## src/rtl/rx_ctrl_phy.sv

```systemverilog
// rx_ctrl_phy: UART-style receiver (start, 8 data bits MSB first, 2 stop bits) with a bit period set at run time
module rx_ctrl_phy #(
    parameter int SYNC_STAGES = 2
) (
    input  logic        clk_sys,
    input  logic        rst_n,
    input  logic        rx,
    input  logic [19:0] tbit_period,
    output logic [7:0]  data_rx,
    output logic        done_rx,
    output logic        err_frame,
    output logic        busy_rx
);
    typedef enum logic [2:0] {S_IDLE, S_START, S_DATA, S_STOP, S_DONE, S_ERR} state_e;
    state_e st_q, st_d;
    logic [SYNC_STAGES-1:0] sync_q;
    logic rx_d_q;
    logic [19:0] cnt_q, cnt_d, p_q, p_d;
    logic [2:0] bit_q, bit_d;
    logic [7:0] sr_q, sr_d, data_q, data_d;
    logic err_q, err_d;
    logic rx_s, fall, smp, bit_end;
    assign rx_s = sync_q[SYNC_STAGES-1];
    assign fall = rx_d_q & ~rx_s;
    assign smp = cnt_q == (p_q >> 1);
    assign bit_end = cnt_q == p_q - 20'd1;
    assign data_rx = data_q;
    assign done_rx = st_q == S_DONE;
    assign err_frame = err_q;
    assign busy_rx = st_q != S_IDLE;
    always_ff @(posedge clk_sys or negedge rst_n) begin
        if (!rst_n) begin
            sync_q <= '1;
            rx_d_q <= 1'b1;
            st_q <= S_IDLE;
            cnt_q <= '0;
            p_q <= '0;
            bit_q <= '0;
            sr_q <= '0;
            data_q <= '0;
            err_q <= 1'b0;
        end else begin
            sync_q <= {sync_q[SYNC_STAGES-2:0], rx};
            rx_d_q <= rx_s;
            st_q <= st_d;
            cnt_q <= cnt_d;
            p_q <= p_d;
            bit_q <= bit_d;
            sr_q <= sr_d;
            data_q <= data_d;
            err_q <= err_d;
        end
    end
    // Stop is judged mid-bit so back-to-back frames keep ~1.5 bit times of resync margin
    always_comb begin
        st_d = st_q;
        cnt_d = bit_end ? '0 : cnt_q + 20'd1;
        p_d = p_q;
        bit_d = bit_q;
        sr_d = sr_q;
        data_d = data_q;
        err_d = 1'b0;
        case (st_q)
            S_IDLE: begin
                cnt_d = '0;
                if (fall) begin
                    st_d = S_START;
                    p_d = tbit_period;
                end
            end
            S_START: begin
                if (smp && rx_s) begin
                    st_d = S_IDLE;
                    cnt_d = '0;
                end else if (bit_end) begin
                    st_d = S_DATA;
                    bit_d = 3'd7;
                end
            end
            S_DATA: begin
                if (smp) sr_d = {sr_q[6:0], rx_s};
                if (bit_end) begin
                    bit_d = bit_q - 3'd1;
                    if (bit_q == 3'd0) st_d = S_STOP;
                end
            end
            S_STOP: begin
                if (smp) begin
                    cnt_d = '0;
                    st_d = rx_s ? S_DONE : S_ERR;
                    err_d = ~rx_s;
                    data_d = rx_s ? sr_q : data_q;
                end
            end
            S_DONE: begin
                cnt_d = '0;
                st_d = S_IDLE;
            end
            S_ERR: begin
                cnt_d = '0;
                if (rx_s) st_d = S_IDLE;
            end
            default: st_d = S_IDLE;
        endcase
    end
endmodule

```

## config.mk

```make
export PLATFORM = sky130hd
export DESIGN_NAME = rx_ctrl_phy
export DESIGN_NICKNAME = d
export VERILOG_FILES = /design/src/rtl/rx_ctrl_phy.sv
export SDC_FILE = /design/constraint.sdc
export NUM_CORES = 1
export LEC_CHECK = 0
export CAP_MARGIN = 40
export CORE_AREA = 10 10 110 112
export DETAILED_ROUTE_END_ITERATION = 8
export DIE_AREA = 0 0 120 122
export HOLD_SLACK_MARGIN = 0.12
export SKIP_LAST_GASP = 1
export SLEW_MARGIN = 5
export SYNTH_ARGS = -nofsm -noshare
export SYNTH_HDL_FRONTEND = slang
export SYNTH_SLANG_ARGS = --single-unit
```

## constraint.sdc

```tcl
create_clock -name clk_sys -period 6.3 [get_ports clk_sys]
set_input_delay 1.575 -clock clk_sys [delete_from_list [all_inputs] [get_ports clk_sys]]
set_output_delay 1.575 -clock clk_sys [all_outputs]
set_load 0.02 [all_outputs]
```

==> results of run 1 <==
==> layer usage <==
layer / vias to the layer above / part of all wire, % / track usage (%)
met2: 69 / 45 / 18.6
met4: 0 / 1.8 / 4.37
met3: 17 / 4.5 / 2.68
met1: 1369 / 49 / 16.8
met5: - / 0 / 0
li1: 1365 / - / -
==> sequential cells by signal, summed over array words and instances, names as in the netlist <==
signal	cells
sync_q	2
st_q	3
data_rx	8
bit_q	3
err_frame	1
sr_q	8
cnt_q	20
rx_d_q	1
p_q	20
==> critical path, cell delays in order, from the launching register on <==
cell and delay, ns:
dfrtp_1 0.48, nor4_1 0.66, and3_1 0.26, mux2_2 0.32, a2111oi_0 0.55, nand4_1 0.17, or4b_4 0.53, nand2_2 0.35
nor2_1 0.09
==> power groups by stage <==
stage               Sequential [mW]  Clock, mW  Combinational (mW)
floorplan                     0.576          0               0.435
global placement              0.674          0               0.449
detailed placement            0.680          0               0.455
CTS                           0.672      0.346               0.459
global route                  0.693      0.361               0.508
finish                        0.674      0.339               0.460
==> worst max path at each step <==
stage	from	to	cells after the start
6_report	p_q[2]	cnt_q[13]	8
5_1_grt	p_q[0]	cnt_q[6]	10
4_1_cts	p_q[0]	cnt_q[13]	10
3_5_place_dp	p_q[2]	cnt_q[13]	8
3_3_place_gp	p_q[2]	cnt_q[2]	8
2_1_floorplan	p_q[2]	st_q[1]	9
==> placed cells by master (no fill, tap or decap), types with 4 or more instances in the layout <==
master           netlist  routed
dfrtp_1               63      63
mux2_2                38      38
xnor2_1               35      35
inv_1                 12      12
or3_1                  5       5
nand2_1               23      23
nand3_1               14      14
xor2_1                27      27
nand4_1               12      12
ha_1                   4       4
o21ai_0                5       5
nor2_1                41      41
or4_1                  4       4
nor4_1                 6       6
and3_1                 4       4
clkbuf_8               0       9
clkdlybuf4s50_1        0      32
==> area by class of cell <==
| cell class | instances | area [sq um] |
|---|---|---|
| Tap cell | 136 | 170 |
| Clock inverter | 7 | 61.3 |
| Multi-Input combinational cell | 278 | 2080 |
| Timing Repair Buffer | 36 | 355 |
| Fill cell | 957 | 5550 |
| Sequential cell | 66 | 1660 |
| Inverter | 12 | 45.0 |
| Clock buffer | 9 | 124 |
==> per-stage QoR <==
step / area, sq um / cells
5_1_grt: 4500 / 544
4_1_cts: 4500 / 544
2_1_floorplan: 3900 / 380
3_3_place_gp: 4300 / 527
3_5_place_dp: 4310 / 528
6_report: 4500 / 544
==> logic make-up (layout without fill, tap and decap cells) <==
kind of cell	Yosys count	count (layout)	share of synthesized area, %
simple gates	140	140	20.3
flops	66	66	42.5
xor+xnor	62	62	13.9
mux	40	40	11.5
buf+inv	36	64	4.08
compound gates	32	32	6.51
fa+ha+maj	4	4	1.28
==> summary.txt, run 1 <==
Power and ir drop
  – P_int: 0.883 mW
  – Sw frac: 40.1%
  – LEAKAGE: 1.82 nW
  – Switching power: 0.591 mW
  – Reg power frac: 45.7%
  – Worst VDD drop: 0.148 mV
  – Combinational power share: 31.2%
  – PnR Total Power: 1.47 mW
  – Pwr/cell area: 328 nW/um^2
  – Clock share of power: 23.0%

Outcome
  – Status: complete, no violations

Clocking
  – CTS tree: built
  – Root buf cell: clkbuf_8
  – CTS Sinks: 66
  – Clk slew on worst S/H paths: 0.08 ns
  – Post-CTS Hold Buffers: 0
  – # H-tree levels: 3
  – Setup bufs post-CTS: 0
  – CTS Buf Count: 9
  – Clock Path Buffers: 2
  – Clk_lat worst skew: 0.35 ns
  – Cts repair resizes: 0

Global route
  – Antenna violations before repair: 0
  – Tot GR Track Use: 12.3%
  – Largest net degree at the start of global routing: 67
  – Vias in the first global route: 2926
  – Grt total ovfl: 0
  – First-pass GRT wire length: 14800 microns

STA
  – Final hold viol count: 0
  – Setup WS post-layout: 2.77 ns
  – Slew Limit Fails: 0
  – Hold WS: 0.365 ns
  – Worst Tran Pin Value: 0.829 ns
  – Setup_tns: 0 ns
  – RSZ-0062 raised after global routing: false
  – Setup Skew: 0.00530 ns
  – Relative slew slack: 44.8%
  – Crit path time final: 3.53 ns
  – Period utilization: 56.1%
  – Max Clock Freq: 283 MHz
  – Final Setup Violations: 0

Yosys
  – Unique masters post-synth: 59
  – Area of the mapped netlist: 3900 sq um
  – Largest cells by area after synthesis: dfrtp_1, mux2_2, xnor2_1
  – Syn Inst Count: 380
  – Top-area cell type share of the netlist area: 40.4%
  – Prevailing post-synth register cell: dfrtp_1
  – YS warnings: 0
  – Most frequent cell after synthesis: dfrtp_1
  – Most frequent cells after synthesis: dfrtp_1, nor2_1, mux2_2
  – Net count after synthesis: 407
  – Synth Register Bits: 66
  – Number of synthesized flops with an enable pin: 0
  – Syn_area_per_cell: 10.3 sq um
  – Area leader, netlist: dfrtp_1
  – Post-synth ARST share: 100%
  – Sequential fraction of the synthesis area: 42.5%

Placed design
  – DP Worst Slack: 2.82 ns
  – I/O Buffers: 33
  – GPL Wtd Cong: 0.937
  – Hpwl dp: 6370 microns

Floorplanning
  – Ports: 34
  – Die area: 14600 sq um
  – Starting Density: 38.8%
  – Die Wd: 120 microns
  – Core ar.: 10000 sq um
  – Row count: 37
  – Die Y: 122 microns

Finish
  – Layout cells sized above 1: 19.4%
  – Fin util: 44.8%
  – Layout Nets: 430
  – Area delta synth->final: 15.3%
  – # diodes: 0

Critical path
  – Worst setup path category: reg2reg
  – Worst-path maximum fanout: 19
  – Crit path launch type: flop
  – FF-to-FF Start: p_q[2]
  – Register-to-Register Path Depth: 8
  – R2R Path End: cnt_q[13]
  – Crit end category: flop
  – R2R Setup Slk: 2.77 ns
  – Crit path required time: 6.52 ns
  – Crit path DAT: 3.76 ns

Detailed routing
  – Remaining DRCs: 0
  – Via count: 2820
  – Routed WL: 8740 microns
  – Routed Antenna Nets: 0
  – Wirelength per Cell: 16.1 microns
  – Pre-Repair DR Iteration Count: 4
  – DRT iter0 DRCs: 154
  – Vias per cell: 5.18

Hold path
  – Worst Hold End: sync_q[1]
  – Min-Delay Path Depth: 0
  – Hold path startpoint: sync_q[0]
  – Hold WC Path Type: reg2reg

Job
  – # Max-Cap Violations: 0
No activity file was read; power rests on OpenSTA's default activity.
==> run 2, diff against run 1 <==
==> constraint.sdc (replaced) <==
create_clock -name clk_sys -period 2.99 [get_ports clk_sys]
set_input_delay 0.7475 -clock clk_sys [delete_from_list [all_inputs] [get_ports clk_sys]]
set_output_delay 0.7475 -clock clk_sys [all_outputs]
set_load 0.02 [all_outputs]
==> run 2 against run 1 <==
Hold slack worse by 0.0051 ns. Die area unchanged. Sequential share of layout area down 3.4 points. First-iteration DRC count down 15%. Non-clock buffer count up 45.
==> summary.txt, run 2 (synthesized netlist as in run 1, its figures left out) <==
Outcome
  – Status: complete, no violations

Power and ir drop
  – Reg power frac: 35.8%
  – LEAKAGE: 2.08 nW
  – PnR Total Power: 3.57 mW
  – Pwr/cell area: 718 nW/um^2
  – Switching power: 1.35 mW
  – Clock share of power: 21.8%
  – Combinational power share: 42.4%
  – P_int: 2.21 mW
  – Sw frac: 38.0%
  – Worst VDD drop: 0.442 mV

Global route
  – First-pass GRT wire length: 15900 microns
  – Tot GR Track Use: 13.5%
  – Largest net degree at the start of global routing: 34
  – Grt total ovfl: 0
  – Vias in the first global route: 3095
  – Antenna violations before repair: 0

Floorplanning
  – Core ar.: 10000 sq um
  – Ports: 34
  – Die area: 14600 sq um
  – Row count: 37
  – Die Y: 122 microns
  – Die Wd: 120 microns
  – Starting Density: 38.8%

STA
  – Relative slew slack: 53.6%
  – Final Setup Violations: 0
  – Crit path time final: 2.96 ns
  – Setup_tns: 0 ns
  – Setup WS post-layout: 0.0349 ns
  – Period utilization: 98.8%
  – Worst Tran Pin Value: 0.696 ns
  – Setup Skew: 0.0119 ns
  – Slew Limit Fails: 0
  – RSZ-0062 raised after global routing: true
  – Max Clock Freq: 338 MHz
  – Final hold viol count: 0

Critical path
  – Worst-path maximum fanout: 6
  – Slowest cell on the critical path: or4_4
  – Critical Path Max Stage Delay: 0.65 ns
  – Crit end category: flop
  – Worst-path cell chain: or4_4, o41ai_4, nand3_1, a2bb2o_4, or4b_4, or2_1, a221oi_2
  – Worst setup path category: reg2reg
  – Register-to-Register Path Depth: 7
  – Crit path required time: 3.25 ns
  – WP buf/inv: 0
  – Crit path DAT: 3.22 ns
  – Family with the most delay on the worst path: simple AND/OR/NAND/NOR gates
  – Crit. path cell count: 7
  – Crit path launch type: flop

Finish
  – Layout cells sized above 1: 31.8%
  – Area delta synth->final: 27.6%
  – Commonest non-fill, non-tap cells in the layout: dfrtp_1, buf_4, nor2_1
  – Top Registers: cnt_q (20), p_q (20)
  – Fill cell count: 972
  – Cell area after layout: 4970 sq um
  – # diodes: 0
  – Layout Nets: 475
  – Commonest non-fill, non-tap cell in the layout: dfrtp_1

Hold path
  – Min-Delay Path Depth: 0
  – Hold WC Path Type: reg2reg

Job
  – # Max-Cap Violations: 0

Clocking
  – Clock Path Buffers: 2
  – Clk slew on worst S/H paths: 0.08 ns
  – CTS Sinks: 66
  – CTS Buf Count: 9
  – CTS tree: built
  – # H-tree levels: 3
  – Clk_lat worst skew: 0.35 ns
  – Root buf cell: clkbuf_8

Detailed routing
  – Vias per cell: 5.14
  – Pre-Repair DR Iteration Count: 4
  – Via count: 3028
  – Routed WL: 9510 microns
  – DRT iter0 DRCs: 131
  – Routed Antenna Nets: 0
  – Remaining DRCs: 0
  – Wirelength per Cell: 16.1 microns

Placed design
  – GPL Wtd Cong: 0.891
  – Placed Area: 4600 sq um
  – DP Worst Slack: -0.0767 ns
  – Hpwl dp: 7220 microns
  – I/O Buffers: 33
## run 2: changes by cell type in the layout (fill, tap and decap cells not counted), sizes merged
cell    previous run  this run
buf                4        49
clkinv             2         0
bufinv             0         1
inv               15        16
## run 2: worst reg2reg max path: cells and delay by family (launching register included)
kind,cells,cell delay (ns)
AO/OA/AOI/OAI,3,0.86
flip-flops,1,0.43
AND/OR/NAND/NOR,4,1.58
## run 2: timing repair
item | CTS | global route
setup endpoints to repair | 20 | 24
resized for setup | 9 | 15
pin swaps | 3 | 9
hold buffers | 0 | 0
buffers inserted | 4 | 5
## run 2: final cells by class
class	count	area (sq um)	area share, %
timing repair buffer	81	698	14.0
clock inverter	7	80.1	1.61
tap	136	170	3.42
sequential	66	1660	33.4
multi-input combinational	278	2200	44.2
clock buffer	9	124	2.49
inverter	12	45.0	0.905
## run 2: path summary, 6_finish.rpt
path / start / end / slack, ns
worst max-delay path: p_q[4] / st_q[1] / 0.03
worst min-delay path: sync_q[0] / sync_q[1] / 0.36
worst max register to register: p_q[4] / st_q[1] / 0.03
worst min register to register: sync_q[0] / sync_q[1] / 0.36
max in group asynchronous: rst_n / rx_d_q / 1.80
min in group asynchronous: rst_n / cnt_q[15] / 0.44
## run 2: per-layer routing
layer | global-route usage (%) | vias up | share of wire [%]
met5 | 0 | - | 0
li1 | - | 1460 | -
met1 | 18.3 | 1488 | 49
met4 | 5.51 | 0 | 1.3
met3 | 2.64 | 11 | 4.4
met2 | 20.8 | 69 | 45
## run 2: through the flow
step	hold WS, ns	instances	util [%]
final	0.360	589	49.5
after global routing	0.367	589	49.5
after CTS	0.361	584	48.6
after detailed placement	0.349	564	45.8
after global placement	0.351	564	45.8
after floorplan	0.345	380	-
## run 2: power groups by stage
stage               registers [mW]  logic [mW]  clock network (mW)
detailed placement            1.28        1.39                   0
CTS                           1.27        1.46               0.811
floorplan                     1.21       0.931                   0
finish                        1.28        1.51               0.780
global placement              1.27        1.38                   0
global route                  1.30        1.64               0.849
==> run 3, diff against run 2 <==
--- a/config.mk
+++ b/config.mk
@@ -10,7 +10,6 @@
 export DETAILED_ROUTE_END_ITERATION = 8
 export DIE_AREA = 0 0 120 122
 export HOLD_SLACK_MARGIN = 0.12
-export SKIP_LAST_GASP = 1
 export SLEW_MARGIN = 5
 export SYNTH_ARGS = -nofsm -noshare
 export SYNTH_HDL_FRONTEND = slang
==> run 3 against run 2 <==
Combinational power is essentially flat. Via count is essentially flat. Clock power is essentially flat. Final cell count is the same. Critical endpoint unchanged. Sequential cell count is the same. Hold slack is the same. Maximum frequency is essentially flat. Cell area is the same. Count of clock-buffer cells in the layout is the same. Largest power group unchanged. Total power is essentially flat. Die area is the same.
==> summary.txt, run 3 (synthesized netlist as in run 1, its figures left out) <==
Hold path
  – Hold WC Path Type: reg2reg

Global route
  – Antenna violations before repair: 0
  – Grt total ovfl: 0
  – Tot GR Track Use: 13.5%
  – Largest net degree at the start of global routing: 34
  – First-pass GRT wire length: 15900 microns
  – Vias in the first global route: 3095

Detailed routing
  – Routed Antenna Nets: 0
  – Pre-Repair DR Iteration Count: 4
  – Routed WL: 9520 microns
  – DRT iter0 DRCs: 135
  – Vias per cell: 5.14
  – Via count: 3029
  – Remaining DRCs: 0
  – Wirelength per Cell: 16.2 microns

STA
  – Worst Tran Pin Value: 0.696 ns
  – RSZ-0062 raised after global routing: true
  – Final hold viol count: 0
  – Relative slew slack: 53.6%
  – Setup WS post-layout: 0.0359 ns
  – Slew Limit Fails: 0
  – Period utilization: 98.8%
  – Max Clock Freq: 339 MHz
  – Final Setup Violations: 0
  – Crit path time final: 2.95 ns
  – Setup Skew: 0.0121 ns

Clocking
  – Clock Path Buffers: 2
  – Clk_lat worst skew: 0.36 ns
  – # H-tree levels: 3
  – CTS Sinks: 66
  – Post-CTS Hold Buffers: 0
  – Root buf cell: clkbuf_8
  – Clk slew on worst S/H paths: 0.08 ns
  – CTS Buf Count: 9
  – CTS tree: built

Floorplanning
  – Die Y: 122 microns
  – Core ar.: 10000 sq um
  – Ports: 34
  – Starting Density: 38.8%
  – Die Wd: 120 microns
  – Row count: 37
  – Die area: 14600 sq um

Critical path
  – Crit path required time: 3.26 ns
  – Worst setup path category: reg2reg
  – Crit end category: flop
  – WP buf/inv: 0
  – Worst-path maximum fanout: 6
  – Worst-path cell chain: or4_4, o41ai_4, nand3_1, a2bb2o_4, or4b_4, or2_1, a221oi_2
  – R2R Setup Slk: 0.04 ns
  – Critical Path Max Stage Delay: 0.65 ns
  – Crit path launch type: flop
  – Slowest cell on the critical path: or4_4
  – Crit path DAT: 3.22 ns
  – Family with the most delay on the worst path: simple AND/OR/NAND/NOR gates

Finish
  – Fill cell count: 972
  – # diodes: 0
  – Fin util: 49.5%
  – Commonest non-fill, non-tap cell in the layout: dfrtp_1
  – Non-Filler Instances: 589
  – Layout cells sized above 1: 31.8%
  – Top Registers: cnt_q (20), p_q (20)
  – Commonest non-fill, non-tap cells in the layout: dfrtp_1, buf_4, nor2_1
  – Layout Nets: 475
  – Area delta synth->final: 27.6%

Power and ir drop
  – LEAKAGE: 2.08 nW
  – Pwr/cell area: 718 nW/um^2
  – Worst VDD drop: 0.442 mV

Placed design
  – GPL Wtd Cong: 0.891
  – Placed insts: 564
  – DP Worst Slack: -0.0767 ns
  – Hpwl dp: 7220 microns
  – I/O Buffers: 33

Outcome
  – Status: complete, no violations

Job
  – # Max-Cap Violations: 0
run 3: changes by cell type in the layout (fill, tap and decap cells not counted):
| cell | before | now |
|---|---|---|
| and2_1 | 2 | 3 |
| and2_0 | 1 | 0 |
run 3: layer usage:
layer	vias to the layer above	routed length (microns)	global-route usage, %
met5	-	0	0
met1	1487	4640	18.3
met3	12	423	2.64
met2	69	4320	20.8
li1	1461	-	-
met4	0	131	5.51
run 3: report_power, final:
part           internal, mW  leakage [nW]  switching, mW
registers              1.05         0.851          0.223
logic                 0.764          1.13          0.749
clock network         0.396        0.0973          0.385
total                  2.21          2.08           1.36
run 3: area by class of cell:
cell class	count	area, sq um	share of cell area (%)
repair buffers	81	698	14.0
inverters	12	45.0	0.905
clock inverters	7	80.1	1.61
flip-flops and latches	66	1660	33.4
well taps	136	170	3.42
clock buffers	9	124	2.49
multi-input cells	278	2200	44.2
run 3: timing repair:
item,in CTS,in global routing
resized for setup,9,16
buffers inserted,4,5
pin swaps,3,9
setup endpoints to repair,20,24
run 3: worst paths after layout:
kind / startpoint / end / depth (start not counted)
max: p_q[4] / st_q[1] / 7
min: sync_q[0] / sync_q[1] / 0
max reg2reg: p_q[4] / st_q[1] / 7
min in group asynchronous: rst_n / cnt_q[15] / 1
max in group asynchronous: rst_n / rx_d_q / 2
min reg2reg: sync_q[0] / sync_q[1] / 0
run 3: stage by stage:
step	cell area, sq um	TNS [ns]	hold slack (ns)	power (mW)
4_1_cts	4880	0	0.361	3.54
3_5_place_dp	4600	-0.138	0.349	2.67
2_1_floorplan	3910	0	0.345	2.15
6_report	4970	0	0.360	3.57
3_3_place_gp	4600	-0.0562	0.351	2.66
5_1_grt	4970	-0.0674	0.367	3.80
